File: src/rtl/i8085_bus_responder_pkg.sv
// Shared widths, idle bus data and FSM state codes for the i8085 bus responder.
package i8085_bus_pkg;

    localparam int ADDR_W = 16;
    localparam int DATA_W = 8;

    localparam logic [DATA_W-1:0] IDLE_DATA = 8'hFF;

    typedef logic [2:0] state_t;

    localparam logic [2:0] ST_IDLE     = 3'd0;
    localparam logic [2:0] ST_ADDR     = 3'd1;
    localparam logic [2:0] ST_RD_REQ   = 3'd2;
    localparam logic [2:0] ST_RD_WAIT  = 3'd3;
    localparam logic [2:0] ST_RD_DRIVE = 3'd4;
    localparam logic [2:0] ST_WR_REQ   = 3'd5;
    localparam logic [2:0] ST_WR_WAIT  = 3'd6;
    localparam logic [2:0] ST_DONE     = 3'd7;

endpackage

File: src/rtl/i8085_bus_responder_if.sv
// CPU multiplexed bus pins plus the backend valid/ready request channel of the bus responder.
interface i8085_bus_responder_if;
    import i8085_bus_pkg::*;

    logic                       ale;
    logic [DATA_W-1:0]          ad_in;
    logic [ADDR_W-DATA_W-1:0]   a_hi;
    logic                       io_m_n;
    logic                       rd_n;
    logic                       wr_n;
    logic [DATA_W-1:0]          ad_out;
    logic                       ad_oe;
    logic                       ready;
    logic                       proto_err;
    logic                       bus_err;

    logic                       req_valid;
    logic                       req_ready;
    logic                       req_write;
    logic                       req_io;
    logic [ADDR_W-1:0]          req_addr;
    logic [DATA_W-1:0]          req_wdata;
    logic                       rsp_valid;
    logic [DATA_W-1:0]          rsp_rdata;

    modport slave (
        input  ale, ad_in, a_hi, io_m_n, rd_n, wr_n, req_ready, rsp_valid, rsp_rdata,
        output ad_out, ad_oe, ready, proto_err, bus_err,
               req_valid, req_write, req_io, req_addr, req_wdata
    );

    modport master (
        output ale, ad_in, a_hi, io_m_n, rd_n, wr_n, req_ready, rsp_valid, rsp_rdata,
        input  ad_out, ad_oe, ready, proto_err, bus_err,
               req_valid, req_write, req_io, req_addr, req_wdata
    );

endinterface

File: src/rtl/i8085_bus_responder_bus_wait_timer.sv
// Min-wait down-counter for READY stretching; with BUS_TIMEOUT_EN also an access-timeout down-counter.
module bus_wait_timer #(
    parameter int MIN_WAIT       = 0,
    parameter int TIMEOUT_CYCLES = 64
) (
    input  logic clk,
    input  logic reset,
    input  logic load_i,
    output logic minElapsed_o,
    output logic timeout_o
);

    // Min wait is capped below the timeout so an expired access can always complete on the expiry edge.
    localparam int MW_CAP = (MIN_WAIT < TIMEOUT_CYCLES) ? MIN_WAIT : TIMEOUT_CYCLES - 1;
    localparam int MW_EFF = (MW_CAP > 15) ? 15 : ((MW_CAP < 0) ? 0 : MW_CAP);

    logic [3:0] waitCnt_q;

    always_ff @(posedge clk) begin
        if (reset) begin
            waitCnt_q <= 4'd0;
        end else if (load_i) begin
            waitCnt_q <= 4'(MW_EFF);
        end else if (waitCnt_q != 4'd0) begin
            waitCnt_q <= waitCnt_q - 4'd1;
        end
    end

    // Decision edges see last cycle's count, so "elapsed" means one remaining, not zero.
    assign minElapsed_o = (waitCnt_q <= 4'd1);

`ifdef BUS_TIMEOUT_EN
    localparam int TW = $clog2(TIMEOUT_CYCLES + 1);

    logic [TW-1:0] toCnt_q;

    always_ff @(posedge clk) begin
        if (reset) begin
            toCnt_q <= '0;
        end else if (load_i) begin
            toCnt_q <= TW'(TIMEOUT_CYCLES);
        end else if (toCnt_q != '0) begin
            toCnt_q <= toCnt_q - TW'(1);
        end
    end

    assign timeout_o = (toCnt_q == TW'(1));
`else
    assign timeout_o = 1'b0;
`endif

endmodule

File: src/rtl/i8085_bus_responder.sv
// Slave side of the 8085 multiplexed bus: turns bus cycles into backend requests and stretches READY.
// Optional access timeout is enabled with the BUS_TIMEOUT_EN macro.
module i8085_bus_responder
    import i8085_bus_pkg::*;
#(
    parameter int MIN_WAIT       = 0,
    parameter int TIMEOUT_CYCLES = 64
) (
    input  logic                  clk,
    input  logic                  reset,
    i8085_bus_responder_if.slave  bus
);

    state_t              state_q, state_d;
    logic [DATA_W-1:0]   adOut_q, adOut_d;
    logic                adOe_q, adOe_d;
    logic                ready_q, ready_d;
    logic                protoErr_q, protoErr_d;
    logic                busErr_q, busErr_d;
    logic                reqValid_q, reqValid_d;
    logic                reqWrite_q, reqWrite_d;
    logic                reqIo_q, reqIo_d;
    logic [ADDR_W-1:0]   reqAddr_q, reqAddr_d;
    logic [DATA_W-1:0]   reqWdata_q, reqWdata_d;
    logic                done_q, done_d;
    logic                abort_q, abort_d;

    logic timerLoad;
    logic minElapsed;
    logic timeout;
    logic isRead;
    logic inReq;
    logic released;
    logic abortNow;
    logic accepted;
    logic rspNow;
    logic complete;

    bus_wait_timer #(
        .MIN_WAIT       (MIN_WAIT),
        .TIMEOUT_CYCLES (TIMEOUT_CYCLES)
    ) waitTimer (
        .clk          (clk),
        .reset        (reset),
        .load_i       (timerLoad),
        .minElapsed_o (minElapsed),
        .timeout_o    (timeout)
    );

    assign isRead   = (state_q == ST_RD_REQ) || (state_q == ST_RD_WAIT);
    assign inReq    = (state_q == ST_RD_REQ) || (state_q == ST_WR_REQ);
    assign released = isRead ? bus.rd_n : bus.wr_n;
    assign abortNow = abort_q | released;
    assign accepted = reqValid_q & bus.req_ready;
    // A response only counts in a request state when it coincides with acceptance.
    assign rspNow   = bus.rsp_valid & (~inReq | accepted);
    assign complete = done_q | rspNow;

    always_comb begin
        state_d    = state_q;
        adOut_d    = adOut_q;
        adOe_d     = adOe_q;
        ready_d    = ready_q;
        protoErr_d = 1'b0;
        busErr_d   = 1'b0;
        reqValid_d = reqValid_q;
        reqWrite_d = reqWrite_q;
        reqIo_d    = reqIo_q;
        reqAddr_d  = reqAddr_q;
        reqWdata_d = reqWdata_q;
        done_d     = done_q;
        abort_d    = abort_q;
        timerLoad  = 1'b0;

        case (state_q)
            ST_IDLE: begin
                if (bus.ale) begin
                    reqAddr_d = {bus.a_hi, bus.ad_in};
                    reqIo_d   = bus.io_m_n;
                    state_d   = ST_ADDR;
                end
            end

            ST_ADDR: begin
                if (!bus.rd_n && !bus.wr_n) begin
                    protoErr_d = 1'b1;
                    state_d    = ST_DONE;
                end else if (!bus.rd_n || !bus.wr_n) begin
                    reqWrite_d = ~bus.wr_n;
                    if (!bus.wr_n) begin
                        reqWdata_d = bus.ad_in;
                    end
                    reqValid_d = 1'b1;
                    ready_d    = 1'b0;
                    done_d     = 1'b0;
                    abort_d    = 1'b0;
                    timerLoad  = 1'b1;
                    state_d    = bus.wr_n ? ST_RD_REQ : ST_WR_REQ;
                end else if (bus.ale) begin
                    reqAddr_d = {bus.a_hi, bus.ad_in};
                    reqIo_d   = bus.io_m_n;
                end
            end

            ST_RD_REQ, ST_RD_WAIT, ST_WR_REQ, ST_WR_WAIT: begin
                if (released) begin
                    abort_d = 1'b1;
                end
                if (inReq && accepted) begin
                    reqValid_d = 1'b0;
                    state_d    = isRead ? ST_RD_WAIT : ST_WR_WAIT;
                end
                if (rspNow) begin
                    done_d = 1'b1;
                    if (isRead && !abortNow) begin
                        adOut_d = bus.rsp_rdata;
                    end
                end

                // An abandoned strobe still lets the backend finish, then flags the violation.
                if (complete && abortNow) begin
                    reqValid_d = 1'b0;
                    ready_d    = 1'b1;
                    protoErr_d = 1'b1;
                    state_d    = ST_IDLE;
                end else if (complete && !inReq && minElapsed) begin
                    ready_d = 1'b1;
                    if (isRead) begin
                        adOe_d  = 1'b1;
                        state_d = ST_RD_DRIVE;
                    end else begin
                        state_d = ST_DONE;
                    end
                end else if (timeout && !complete) begin
                    reqValid_d = 1'b0;
                    busErr_d   = 1'b1;
                    ready_d    = 1'b1;
                    if (abortNow) begin
                        protoErr_d = 1'b1;
                        state_d    = ST_IDLE;
                    end else if (isRead) begin
                        adOut_d = IDLE_DATA;
                        adOe_d  = 1'b1;
                        state_d = ST_RD_DRIVE;
                    end else begin
                        state_d = ST_DONE;
                    end
                end
            end

            ST_RD_DRIVE: begin
                if (bus.rd_n) begin
                    adOe_d  = 1'b0;
                    state_d = ST_IDLE;
                end
            end

            ST_DONE: begin
                if (bus.rd_n && bus.wr_n) begin
                    state_d = ST_IDLE;
                end
            end

            default: begin
                state_d = ST_IDLE;
            end
        endcase
    end

    always_ff @(posedge clk) begin
        if (reset) begin
            state_q    <= ST_IDLE;
            adOut_q    <= '0;
            adOe_q     <= 1'b0;
            ready_q    <= 1'b1;
            protoErr_q <= 1'b0;
            busErr_q   <= 1'b0;
            reqValid_q <= 1'b0;
            reqWrite_q <= 1'b0;
            reqIo_q    <= 1'b0;
            reqAddr_q  <= '0;
            reqWdata_q <= '0;
            done_q     <= 1'b0;
            abort_q    <= 1'b0;
        end else begin
            state_q    <= state_d;
            adOut_q    <= adOut_d;
            adOe_q     <= adOe_d;
            ready_q    <= ready_d;
            protoErr_q <= protoErr_d;
            busErr_q   <= busErr_d;
            reqValid_q <= reqValid_d;
            reqWrite_q <= reqWrite_d;
            reqIo_q    <= reqIo_d;
            reqAddr_q  <= reqAddr_d;
            reqWdata_q <= reqWdata_d;
            done_q     <= done_d;
            abort_q    <= abort_d;
        end
    end

    assign bus.ad_out    = adOut_q;
    assign bus.ad_oe     = adOe_q;
    assign bus.ready     = ready_q;
    assign bus.proto_err = protoErr_q;
    assign bus.bus_err   = busErr_q;
    assign bus.req_valid = reqValid_q;
    assign bus.req_write = reqWrite_q;
    assign bus.req_io    = reqIo_q;
    assign bus.req_addr  = reqAddr_q;
    assign bus.req_wdata = reqWdata_q;

endmodule
File: src/flat_wrapper.sv
// flat-port wrapper written by rule: the top's interface ports become plain ports
module i8085_bus_responder_flat import i8085_bus_pkg::*;
#(
    parameter int MIN_WAIT       = 0,
    parameter int TIMEOUT_CYCLES = 64
)
  (clk, reset, bus_ale, bus_ad_in, bus_a_hi, bus_io_m_n, bus_rd_n, bus_wr_n, bus_req_ready, bus_rsp_valid, bus_rsp_rdata, bus_ad_out, bus_ad_oe, bus_ready, bus_proto_err, bus_bus_err, bus_req_valid, bus_req_write, bus_req_io, bus_req_addr, bus_req_wdata);
  i8085_bus_responder_if bus_i ();
  input  logic clk;
  input  logic reset;
  input wire logic [$bits(bus_i.ale)-1:0] bus_ale;
  input wire logic [$bits(bus_i.ad_in)-1:0] bus_ad_in;
  input wire logic [$bits(bus_i.a_hi)-1:0] bus_a_hi;
  input wire logic [$bits(bus_i.io_m_n)-1:0] bus_io_m_n;
  input wire logic [$bits(bus_i.rd_n)-1:0] bus_rd_n;
  input wire logic [$bits(bus_i.wr_n)-1:0] bus_wr_n;
  input wire logic [$bits(bus_i.req_ready)-1:0] bus_req_ready;
  input wire logic [$bits(bus_i.rsp_valid)-1:0] bus_rsp_valid;
  input wire logic [$bits(bus_i.rsp_rdata)-1:0] bus_rsp_rdata;
  output wire logic [$bits(bus_i.ad_out)-1:0] bus_ad_out;
  output wire logic [$bits(bus_i.ad_oe)-1:0] bus_ad_oe;
  output wire logic [$bits(bus_i.ready)-1:0] bus_ready;
  output wire logic [$bits(bus_i.proto_err)-1:0] bus_proto_err;
  output wire logic [$bits(bus_i.bus_err)-1:0] bus_bus_err;
  output wire logic [$bits(bus_i.req_valid)-1:0] bus_req_valid;
  output wire logic [$bits(bus_i.req_write)-1:0] bus_req_write;
  output wire logic [$bits(bus_i.req_io)-1:0] bus_req_io;
  output wire logic [$bits(bus_i.req_addr)-1:0] bus_req_addr;
  output wire logic [$bits(bus_i.req_wdata)-1:0] bus_req_wdata;
  assign bus_i.ale = bus_ale;
  assign bus_i.ad_in = bus_ad_in;
  assign bus_i.a_hi = bus_a_hi;
  assign bus_i.io_m_n = bus_io_m_n;
  assign bus_i.rd_n = bus_rd_n;
  assign bus_i.wr_n = bus_wr_n;
  assign bus_i.req_ready = bus_req_ready;
  assign bus_i.rsp_valid = bus_rsp_valid;
  assign bus_i.rsp_rdata = bus_rsp_rdata;
  assign bus_ad_out = bus_i.ad_out;
  assign bus_ad_oe = bus_i.ad_oe;
  assign bus_ready = bus_i.ready;
  assign bus_proto_err = bus_i.proto_err;
  assign bus_bus_err = bus_i.bus_err;
  assign bus_req_valid = bus_i.req_valid;
  assign bus_req_write = bus_i.req_write;
  assign bus_req_io = bus_i.req_io;
  assign bus_req_addr = bus_i.req_addr;
  assign bus_req_wdata = bus_i.req_wdata;
  i8085_bus_responder #(.MIN_WAIT(MIN_WAIT), .TIMEOUT_CYCLES(TIMEOUT_CYCLES)) u_core (.clk(clk), .reset(reset), .bus(bus_i));
endmodule
File: config.mk
export PLATFORM = sky130hd
export DESIGN_NAME = i8085_bus_responder_flat
export DESIGN_NICKNAME = d
export VERILOG_FILES = /design/src/rtl/i8085_bus_responder_pkg.sv /design/src/rtl/i8085_bus_responder_if.sv /design/src/rtl/i8085_bus_responder_bus_wait_timer.sv /design/src/rtl/i8085_bus_responder.sv /design/src/flat_wrapper.sv
export SDC_FILE = /design/constraint.sdc
export NUM_CORES = 1
export LEC_CHECK = 0
export CAP_MARGIN = 20
export CORE_AREA = 2 2 124 66
export CTS_CLUSTER_SIZE = 14
export DETAILED_ROUTE_END_ITERATION = 8
export DIE_AREA = 0 0 126 68
export PLACE_DENSITY = 0.6
export SLEW_MARGIN = 20
export SYNTH_ARGS = -nofsm -noshare
export SYNTH_HDL_FRONTEND = slang
export SYNTH_SLANG_ARGS = --single-unit
File: constraint.sdc
create_clock -name clk -period 1.7 [get_ports clk]
set_input_delay 0.255 -clock clk [delete_from_list [all_inputs] [get_ports clk]]
set_output_delay 0.255 -clock clk [all_outputs]
set_load 0.005 [all_outputs]
==> results.py <==
metrics = {
    "run_status": {
        "status": "finished with violations",
        "failed_checks": "negative setup slack",
    },
    "die": {
        "rows": 23,
        "die_w_microns": 126,
        "initial_utilization_pct": 28.4,
        "ios": 71,
        "dieArea_sq_mm": 0.00857,
        "die_y_microns": 68,
        "fp.coreArea_sq_mm": 0.00760,
    },
    "clocking": {
        "cts_buffers": 5,
        "cts_sinks": 47,
        "cts_buffer_depth": 2,
        "cts_tree": "built",
        "clkTransAtPathRegs_ns": 0.07,
        "holdBufCountCts": 0,
        "cts-root-buf": "clkbuf_16",
        "htree_num_levels": 2,
        "worstSkewPairLatency_ns": 0.29,
    },
    "place": {
        "hpwl_microns": 4400,
        "place_area_sq_mm": 0.00322,
        "globalplace.congestion": 0.898,
        "port_buffers": 69,
        "preCtsSetupSlack_ns": -0.532,
    },
    "setup_path": {
        "r2r_slack_ns": -0.1,
        "crit_path_max_fanout": 4,
        "critical_path.endpoint_type": "flip-flop",
        "arrival_ns": 2.01,
        "start_kind": "flip-flop",
        "critPathRequiredTime_ns": 1.91,
        "worstSetupPathType": "flip-flop to flip-flop",
    },
    "synth": {
        "syn_area_per_cell_sq_um": 9.19,
        "netlist_area_sq_mm": 0.00216,
        "yosysSeqAreaShare_pct": 43.5,
        "synth_nets": 275,
        "yosysUniqueCellTypes": 43,
        "ys.warnings.count": 0,
        "ys_top_cells_by_area": "dfxtp_1, mux2i_1, nor2_1, ha_1, a211oi_1",
        "synth_top_area_cell": "dfxtp_1",
        "yosysTopAreaCellShare_pct": 43.5,
        "postSynthCellCount": 235,
        "synth_seq_cells": 47,
    },
    "power": {
        "p_per_area_mw_per_mm2": 1350,
        "power_leakage_uw": 0.00155,
        "worst_ir_drop_vdd_v": 0.000598,
    },
    "run": {
        "cap_violations": 0,
    },
    "global_route": {
        "grt_max_degree": 36,
        "grt_pass1_vias": 2003,
        "antenna_found_initial": 0,
        "grt_pass1_wl_microns": 9690,
        "overflow": 0,
        "grtUsageTotal_pct": 14.6,
    },
    "finish": {
        "seqCellArea_sq_um": 948,
        "final_cell_area_sq_mm": 0.00353,
        "syn_to_final_growth_pct": 63.6,
        "fin_nets": 383,
        "drive_gt1_share_pct": 23.5,
        "nFillCells": 717,
        "multi_input_area_sq_mm": 0.00123,
        "antenna_cells": 0,
    },
    "timing": {
        "min_period_over_period_pct": 106,
        "min_period_ns": 1.80,
        "max_slew_margin_pct": 67.3,
        "fmax_ghz": 0.556,
        "worstMarginPinSlew_ns": 0.483,
        "worst_hold_slack_ns": 0.372,
        "slew_violations": 0,
        "worst_slack_ns": -0.0982,
        "rsz0062_at_grt": "yes",
        "finClkSkew_ns": 0.00695,
        "finalSetupViolations": 5,
        "hold_viol_final": 0,
    },
    "routing": {
        "post_drt_via_cell_ratio": 4.51,
        "routed_wl_microns": 6050,
        "drt-initial-drc-count": 70,
        "drt_pass1_iterations": 4,
        "antenna_left": 0,
        "routedWlPerCell_microns": 13.6,
        "vias": 2003,
        "drc": 0,
    },
    "hold_path": {
        "hp-class": "input pin to flip-flop",
    },
}
-- placed cells by master, fill, tap and decap left out, drive strengths merged, types with 3 or more instances in the layout --
cell	count
a31oi	3
mux2i	35
dfxtp	47
nor3	7
or2	3
inv	12
o21bai	3
a21o	3
nand2b	5
clkbuf	5
clkdlybuf4s50	67
nand3	3
ha	8
o21ai	6
a211oi	7
nand2	5
nor2	50
a21oi	7
buf	44
-- flip-flops by register name, summed over array words and instances, names as in the netlist --
| register | count |
|---|---|
| u_core.bus.req_addr | 16 |
| u_core.bus.ad_out | 8 |
| u_core.bus.req_wdata | 8 |
| u_core.waitTimer.waitCnt_q | 4 |
| u_core.state_q | 3 |
| u_core.abort_q | 1 |
| u_core.bus.ad_oe | 1 |
| u_core.bus.proto_err | 1 |
| u_core.bus.ready | 1 |
| u_core.bus.req_io | 1 |
| u_core.bus.req_valid | 1 |
| u_core.bus.req_write | 1 |
| u_core.done_q | 1 |
-- critical path, cell delays in order (launching register included) --
cell and delay (ns):
dfxtp_2 0.36, and3b_2 0.24, buf_6 0.12, or2_1 0.22, o31a_1 0.32, o211a_1 0.28, a211oi_2 0.18
-- where the power goes --
part | switching [uW] | internal (uW)
sequential | 155 | 1310
clock | 445 | 551
combinational | 1040 | 1280
-- routing by layer --
layer / vias to the layer above / GRT usage (%) / part of all wire [%]
met3: 4 / 7.11 / 9.5
met4: 0 / 3.02 / 0.56
met1: 924 / 19.4 / 50
met5: - / 0 / 0
met2: 58 / 21.6 / 40
li1: 1017 / - / -
-- cells by family after synthesis --
logic type / after synthesis / share of synthesized area, %
simple gates: 84 / 18.9
flops: 47 / 43.5
compound gates: 36 / 11.3
mux: 35 / 16.2
buf+inv: 23 / 4.81
fa+ha+maj: 8 / 4.63
other cells: 1 / 0.174
xor+xnor: 1 / 0.405
-- repair_timing --
item                       in CTS  in global routing
setup endpoints to repair      31                 22
setup buffers                   6                  1
resized for setup              29                  6
pin swaps                       9                  4
gates cloned                    1                  0
-- stage by stage --
step	total power [uW]	std cells	util, %	TNS, ns
2_1_floorplan	2580	235	-	-0.0308
3_3_place_gp	3460	429	42.4	-13.24
3_5_place_dp	3470	429	42.4	-14.87
4_1_cts	4790	443	46.2	-0.313
5_1_grt	5090	444	46.5	-0.734
6_report	4790	444	46.5	-0.329
-- final timing paths --
kind,from,to,cells past startpoint
setup / recovery,u_core.state_q[1],u_core.state_q[2],6
hold / removal,bus_wr_n,u_core.bus.req_write,2
setup reg to reg,u_core.state_q[1],u_core.state_q[2],6
hold reg to reg,u_core.bus.ad_out[3],u_core.bus.ad_out[3],2
-- final cells by class --
class	count	area share, %
Clock buffer	5	3.54
Inverter	11	1.24
Timing Repair Buffer	113	29.5
Tap cell	100	3.54
Clock inverter	3	0.637
Sequential cell	47	26.8
Multi-Input combinational cell	165	34.8
-- Yosys cell counts, drive strengths merged --
cell type and count:
a211oi 7, a21boi 2, a21o 3, a21oi 7, a22oi 1, a31oi 3, and2 1, and3 2
and3b 1, buf 7, clkbuf 5, conb 1, dfxtp 47, ha 8, inv 11, mux2i 35
nand2 5, nand2b 5, nand3 3, nand3b 1, nor2 50, nor3 7, nor3b 1, nor4 1
nor4b 2, o211a 1, o21ai 6, o21bai 3, o22a 1, o31a 1, o31ai 1, or2 3
or3 1, or3b 1, xnor2 1
Power figures use the tool's default switching activity.
